File: src/rtl/vic_pkg.sv
// Shared constants and types for the 80x60 text-mode video path.
// The scan-out stage imports the same geometry.
package vic_pkg;

    localparam int unsigned VIC_COLS  = 80;
    localparam int unsigned VIC_ROWS  = 60;
    localparam logic [7:0]  VIC_BLANK = 8'h20;

    localparam logic [7:0] CC_BS = 8'h08;
    localparam logic [7:0] CC_LF = 8'h0A;
    localparam logic [7:0] CC_FF = 8'h0C;
    localparam logic [7:0] CC_CR = 8'h0D;

    typedef enum logic [1:0] {
        ST_IDLE,
        ST_PUT,
        ST_SCROLL,
        ST_FILL
    } state_t;

endpackage

File: src/rtl/text_console_writer_region_filler.sv
// Sequential writer over an inclusive address range [first_addr, last_addr].
// It emits one write per cycle starting the cycle after start, and done flags the final write.
module region_filler #(
    parameter int unsigned ADDR_W = 13
) (
    input  logic              pixclk,
    input  logic              rst_n,
    input  logic              start,
    input  logic [ADDR_W-1:0] first_addr,
    input  logic [ADDR_W-1:0] last_addr,
    output logic              we,
    output logic [ADDR_W-1:0] addr,
    output logic              done
);

    logic              active;
    logic [ADDR_W-1:0] last_q;

    always_ff @(posedge pixclk or negedge rst_n) begin
        if (!rst_n) begin
            active <= 1'b0;
            addr   <= '0;
            last_q <= '0;
        end else if (start) begin
            active <= 1'b1;
            addr   <= first_addr;
            last_q <= last_addr;
        end else if (active) begin
            if (addr == last_q) begin
                active <= 1'b0;
            end else begin
                addr <= addr + ADDR_W'(1);
            end
        end
    end

    assign we   = active;
    assign done = active && (addr == last_q);

endmodule

File: src/rtl/text_console_writer.sv
// Character-stream writer for the text console: glyph/attribute writes at the cursor,
// control codes, line wrap, full-screen scroll and clear into dual-port video/colour RAMs.
module text_console_writer
    import vic_pkg::*;
#(
    parameter int unsigned COLS   = VIC_COLS,
    parameter int unsigned ROWS   = VIC_ROWS,
    parameter int unsigned ADDR_W = 13,
    parameter logic [7:0]  BLANK  = VIC_BLANK
) (
    input  logic              pixclk,
    input  logic              rst_n,
    input  logic              in_valid,
    output logic              in_ready,
    input  logic [7:0]        in_data,
    input  logic [7:0]        in_colour,
    output logic              ram_we,
    output logic [ADDR_W-1:0] ram_waddr,
    output logic [7:0]        vmem_wdata,
    output logic [7:0]        col_wdata,
    output logic [ADDR_W-1:0] ram_raddr,
    input  logic [7:0]        vmem_rdata,
    input  logic [7:0]        col_rdata,
    output logic [6:0]        cursor_x,
    output logic [5:0]        cursor_y,
    output logic              busy
);

    localparam logic [ADDR_W-1:0] A_COLS        = ADDR_W'(COLS);
    localparam logic [ADDR_W-1:0] A_SCREEN_LAST = ADDR_W'(COLS * ROWS - 1);
    localparam logic [ADDR_W-1:0] A_LAST_ROW    = ADDR_W'((ROWS - 1) * COLS);
    localparam logic [6:0]        X_LAST        = 7'(COLS - 1);
    localparam logic [5:0]        Y_LAST        = 6'(ROWS - 1);

    state_t            state, state_n;
    logic [6:0]        x_q, x_n;
    logic [5:0]        y_q, y_n;
    logic [ADDR_W-1:0] addr_q, addr_n;
    logic [7:0]        code_q, colour_q;
    logic              ff_q;
    logic              xfer;
    logic              newline;
    logic              scroll_go;

    logic [ADDR_W-1:0] rd_ptr, wr_ptr;
    logic              rd_on, wr_on;

    logic              fill_start;
    logic [ADDR_W-1:0] fill_first;
    logic              fill_we;
    logic [ADDR_W-1:0] fill_addr;
    logic              fill_done;

    region_filler #(
        .ADDR_W(ADDR_W)
    ) u_filler (
        .pixclk    (pixclk),
        .rst_n     (rst_n),
        .start     (fill_start),
        .first_addr(fill_first),
        .last_addr (A_SCREEN_LAST),
        .we        (fill_we),
        .addr      (fill_addr),
        .done      (fill_done)
    );

    assign xfer      = in_valid && (state == ST_IDLE);
    assign in_ready  = (state == ST_IDLE);
    assign busy      = (state != ST_IDLE);
    assign cursor_x  = x_q;
    assign cursor_y  = y_q;
    assign ram_raddr = rd_ptr;

    always_comb begin
        state_n    = state;
        x_n        = x_q;
        y_n        = y_q;
        addr_n     = addr_q;
        newline    = 1'b0;
        scroll_go  = 1'b0;
        fill_start = 1'b0;
        fill_first = A_LAST_ROW;
        ram_we     = 1'b0;
        ram_waddr  = addr_q;
        vmem_wdata = code_q;
        col_wdata  = colour_q;

        unique case (state)
            ST_IDLE: begin
                if (in_valid) begin
                    unique case (in_data)
                        CC_CR: begin
                            x_n    = '0;
                            addr_n = addr_q - ADDR_W'(x_q);
                        end
                        CC_LF: newline = 1'b1;
                        CC_BS: begin
                            if (x_q != '0) begin
                                x_n    = x_q - 7'd1;
                                addr_n = addr_q - ADDR_W'(1);
                            end
                        end
                        CC_FF: begin
                            fill_start = 1'b1;
                            fill_first = '0;
                            state_n    = ST_FILL;
                        end
                        default: state_n = ST_PUT;
                    endcase
                end
            end
            ST_PUT: begin
                ram_we  = 1'b1;
                state_n = ST_IDLE;
                if (x_q == X_LAST) begin
                    newline = 1'b1;
                end else begin
                    x_n    = x_q + 7'd1;
                    addr_n = addr_q + ADDR_W'(1);
                end
            end
            ST_SCROLL: begin
                ram_we     = wr_on;
                ram_waddr  = wr_ptr;
                vmem_wdata = vmem_rdata;
                col_wdata  = col_rdata;
                // Final copy write: hand the last row to the filler with no gap cycle.
                if (wr_on && !rd_on) begin
                    fill_start = 1'b1;
                    state_n    = ST_FILL;
                end
            end
            ST_FILL: begin
                ram_we     = fill_we;
                ram_waddr  = fill_addr;
                vmem_wdata = BLANK;
                if (fill_done) begin
                    state_n = ST_IDLE;
                    if (ff_q) begin
                        x_n    = '0;
                        y_n    = '0;
                        addr_n = '0;
                    end
                end
            end
            default: state_n = ST_IDLE;
        endcase

        if (newline) begin
            x_n = '0;
            if (y_q != Y_LAST) begin
                y_n    = y_q + 6'd1;
                addr_n = addr_q + (A_COLS - ADDR_W'(x_q));
            end else begin
                addr_n    = addr_q - ADDR_W'(x_q);
                scroll_go = 1'b1;
                state_n   = ST_SCROLL;
            end
        end
    end

    always_ff @(posedge pixclk or negedge rst_n) begin
        if (!rst_n) begin
            state    <= ST_IDLE;
            x_q      <= '0;
            y_q      <= '0;
            addr_q   <= '0;
            code_q   <= '0;
            colour_q <= '0;
            ff_q     <= 1'b0;
        end else begin
            state  <= state_n;
            x_q    <= x_n;
            y_q    <= y_n;
            addr_q <= addr_n;
            if (xfer) begin
                code_q   <= in_data;
                colour_q <= in_colour;
                ff_q     <= (in_data == CC_FF);
            end
        end
    end

    // Read of row r+1 is issued one cycle ahead of the write to row r (1-cycle RAM latency).
    always_ff @(posedge pixclk or negedge rst_n) begin
        if (!rst_n) begin
            rd_ptr <= '0;
            wr_ptr <= '0;
            rd_on  <= 1'b0;
            wr_on  <= 1'b0;
        end else if (scroll_go) begin
            rd_ptr <= A_COLS;
            wr_ptr <= '0;
            rd_on  <= 1'b1;
            wr_on  <= 1'b0;
        end else if (state == ST_SCROLL) begin
            wr_on <= rd_on;
            if (rd_on) begin
                if (rd_ptr == A_SCREEN_LAST) begin
                    rd_on <= 1'b0;
                end else begin
                    rd_ptr <= rd_ptr + ADDR_W'(1);
                end
            end
            if (wr_on) begin
                wr_ptr <= wr_ptr + ADDR_W'(1);
            end
        end
    end

endmodule

File: config.mk
export PLATFORM = sky130hd
export DESIGN_NAME = text_console_writer
export DESIGN_NICKNAME = d
export VERILOG_FILES = /design/src/rtl/vic_pkg.sv /design/src/rtl/text_console_writer_region_filler.sv /design/src/rtl/text_console_writer.sv
export SDC_FILE = /design/constraint.sdc
export NUM_CORES = 1
export LEC_CHECK = 0
export ABC_CLOCK_PERIOD_IN_PS = 8500
export CORE_MARGIN = 4
export CORE_UTILIZATION = 50
export DETAILED_ROUTE_END_ITERATION = 16
export GPL_TIMING_DRIVEN = 1
export PLACE_DENSITY = 0.72
export SYNTH_ARGS = -nofsm -noshare
export SYNTH_HDL_FRONTEND = slang
export SYNTH_SLANG_ARGS = --single-unit
File: constraint.sdc
create_clock -name pixclk -period 8.5 [get_ports pixclk]
set_clock_uncertainty 0.2 [all_clocks]
set_input_delay 0.85 -clock pixclk [delete_from_list [all_inputs] [get_ports pixclk]]
set_output_delay 0.85 -clock pixclk [all_outputs]
set_load 0.005 [all_outputs]
==> qor.yml <==
place:
  io_buffers: 92
  gp_congestion: 0.945
  dp.cells: 1040
  hpwl_um: 14200
power_and_ir_drop:
  ir_drop_mv: 0.126
  switchingPower_uw: 1020
  power_leakage_uw: 0.00329
  power_density_mw_per_mm2: 299
  seq_power_share_pct: 30.7
  switching_share_pct: 43.5
  pwr-share-clk_pct: 19.2
  p_comb_share_pct: 50.2
  intPower_uw: 1330
yosys:
  synth_area_leaders: "dfrtp_1, nand2_1, nor2_1"
  synth_top_area_cell: "dfrtp_1"
  synth_xor_area_share_pct: 8.12
  synth_mux_area_share_pct: 2.43
  yosysWarnings: 0
  synth_top_area_share_pct: 33.5
  synth_cells: 821
  ys_ff_latch: 88
  synth_cell_types: 68
  netlist_area_mm2: 0.00658
  synthSimpleGateAreaFrac_pct: 25.5
  synth-compound-area-share_pct: 20.3
  yosysSeqAreaShare_pct: 33.5
  synthAdderAreaFrac_pct: 5.74
  synth-edff-count: 0
  synth_top_flop_cell: "dfrtp_1"
  synth.avg_cell_area_um2: 8.02
  synth_top_family_by_area: "simple AND/OR/NAND/NOR gates"
  synth_nets: 885
  ys_async_sr_fraction_pct: 100
timing:
  finalSetupViolCount: 0
  finalSetupTns_ns: 0
  max-slew-margin-rel_pct: 20.6
  rsz0062_at_grt: "no"
  layout_worst_path_cycle_share_pct: 49.9
  finalMaxSlewViolations: 0
  max_freq_ghz: 0.236
  period_needed_ns: 4.24
  finalHoldViolations: 0
  worst_pin_slew_ns: 1.19
clock_network:
  hold_buffers: 0
  clock_path_buffers: 2
  cts_root_buffer: "clkbuf_16"
  cts_resized: 0
  cts_tree: "done"
  clk_pin_slew_worst_paths_ns: 0.07
  post_cts_buffers: 0
  cts_sinks: 88
  clock_latency_ns: 0.35
  cts_buffers: 9
  htreeDepth: 3
setup_path:
  rrSetupSlack_ns: 4.35
  critPathLaunchType: "primary input"
  rr_worst_depth: 8
  reg2reg_to: "addr_q[12]"
  worstPathRequired_ns: 8.56
  crit_fanout: 27
  path_class: "in -> reg"
  end_kind: "register"
  reg2reg_from: "state[0]"
  arrival_ns: 4.30
die:
  num_io_pins: 93
  fp.coreArea_mm2: 0.0128
  die_y_um: 123
  num_rows: 41
  dieArea_mm2: 0.0151
  die_x_um: 123
  initial_core_util_pct: 51.5
drt:
  vias: 6462
  first_pass_iters: 5
  drt-initial-drc-count: 487
  vias_per_cell: 6.12
  drcViolationCount: 0
  wirelength_um: 19700
  drtAntennaViolNets: 0
  wl_per_cell_um: 18.6
global_routing:
  antenna_found_initial: 0
  grt_start_max_net_pins: 74
  gr-usage-all-layers_pct: 26.6
  grt_pass1_vias: 6272
  grt_first_pass_wirelength_um: 31900
  overflow: 0
run_status:
  status: "finished clean"
finish:
  final_common_cell: "nand2_1"
  nNetsFinal: 943
  antenna_cells: 0
  fin_util_pct: 61.5
  instances_no_fill: 1056
  drive_gt1_share_pct: 4.52
  mostFrequentLayoutCells: "nand2_1, nor2_1, clkdlybuf4s50_1"
  synthToLayoutAreaGrowth_pct: 19.4
worst_hold_path:
  hp-class: "in -> async"
run:
  maxCapViolations: 0
## cells by family after synthesis
logic type | Yosys count
compound gates | 196
flops | 88
simple gates | 364
buf+inv | 67
mux | 16
fa+ha+maj | 29
xor+xnor | 61
## stage by stage
stage                     hold WS (ns)  area [µm²]  total power [µW]  worst slack [ns]
after floorplan                  0.246        6580              1490              5.19
after global placement           0.259        7530              1840              4.19
after detailed placement         0.268        7530              1880              3.99
after CTS                        0.158        7860              2340              4.36
after global routing             0.171        7860              2520              4.05
final                            0.157        7860              2350              4.26
## critical path, cell delays in order
cell and delay, ns:
clkdlybuf4s50_1 0.43, nor4_2 0.60, nand4_1 0.28, a21oi_2 0.98
a21oi_1 0.40, o41ai_1 0.49, a21oi_1 0.07, o21ai_0 0.19
## layer usage
layer  global-route usage (%)  up-vias  part of all wire (%)
met5                        0        -                     0
met4                     9.24        0                   2.1
met3                     4.88       33                   6.9
met2                     42.4      235                    47
met1                     36.4     3136                    44
li1                         -     3058                     -
## Yosys cell counts (all sizes together) (3+ instances only)
master	instances
xnor2	32
or3	7
and2	8
a221oi	6
a22o	8
nor3	18
xor2	29
nand2	138
nand4	17
o31a	3
or4	6
or2	5
o22ai	4
a21oi	56
a211oi	10
nor4	12
o21a	4
a31oi	4
nor2	94
mux2i	16
a221o	5
a21o	7
ha	27
and3	14
clkbuf	38
nor2b	6
o21ai	38
buf	12
nand3	29
inv	16
nand2b	4
dfrtp	88
o211ai	4
o221ai	8
o31ai	11
## how the worst max path moves through the flow
| stage | from | to | cells past startpoint | slack, ns |
|---|---|---|---|---|
| finish | in_data[5] | addr_q[12] | 8 | 4.26 |
| global placement | in_data[5] | addr_q[12] | 8 | 4.19 |
| detailed placement | in_data[5] | addr_q[12] | 8 | 3.99 |
| floorplan | cursor_x[0] | addr_q[7] | 14 | 5.19 |
| CTS | in_data[5] | addr_q[12] | 8 | 4.36 |
| global route | in_data[5] | addr_q[12] | 8 | 4.05 |
## power groups by stage
stage / Combinational, µW / Sequential (µW) / Clock (µW)
2_1_floorplan: 886 / 604 / 0
3_3_place_gp: 1130 / 714 / 0
3_5_place_dp: 1160 / 718 / 0
4_1_cts: 1170 / 712 / 455
5_1_grt: 1310 / 740 / 468
6_report: 1180 / 720 / 450
## registers in the layout (all words and copies together) (netlist names)
name and count:
rd_on 1, cursor_x 7, wr_ptr 13, cursor_y 6
u_filler.last_q 1, ff_q 1, wr_on 1, addr_q 13
state 2, code_q 8, colour_q 8, u_filler.we 1
u_filler.addr 13, ram_raddr 13
## layout make-up
cell class,count,area (µm²)
Fill cell,1141,4910
Multi-Input combinational cell,666,4090
Sequential cell,88,2200
Timing Repair Buffer,97,956
Clock buffer,9,225
Tap cell,172,215
Clock inverter,7,106
Inverter,17,63.8
No activity file was read; power rests on OpenSTA's default activity.
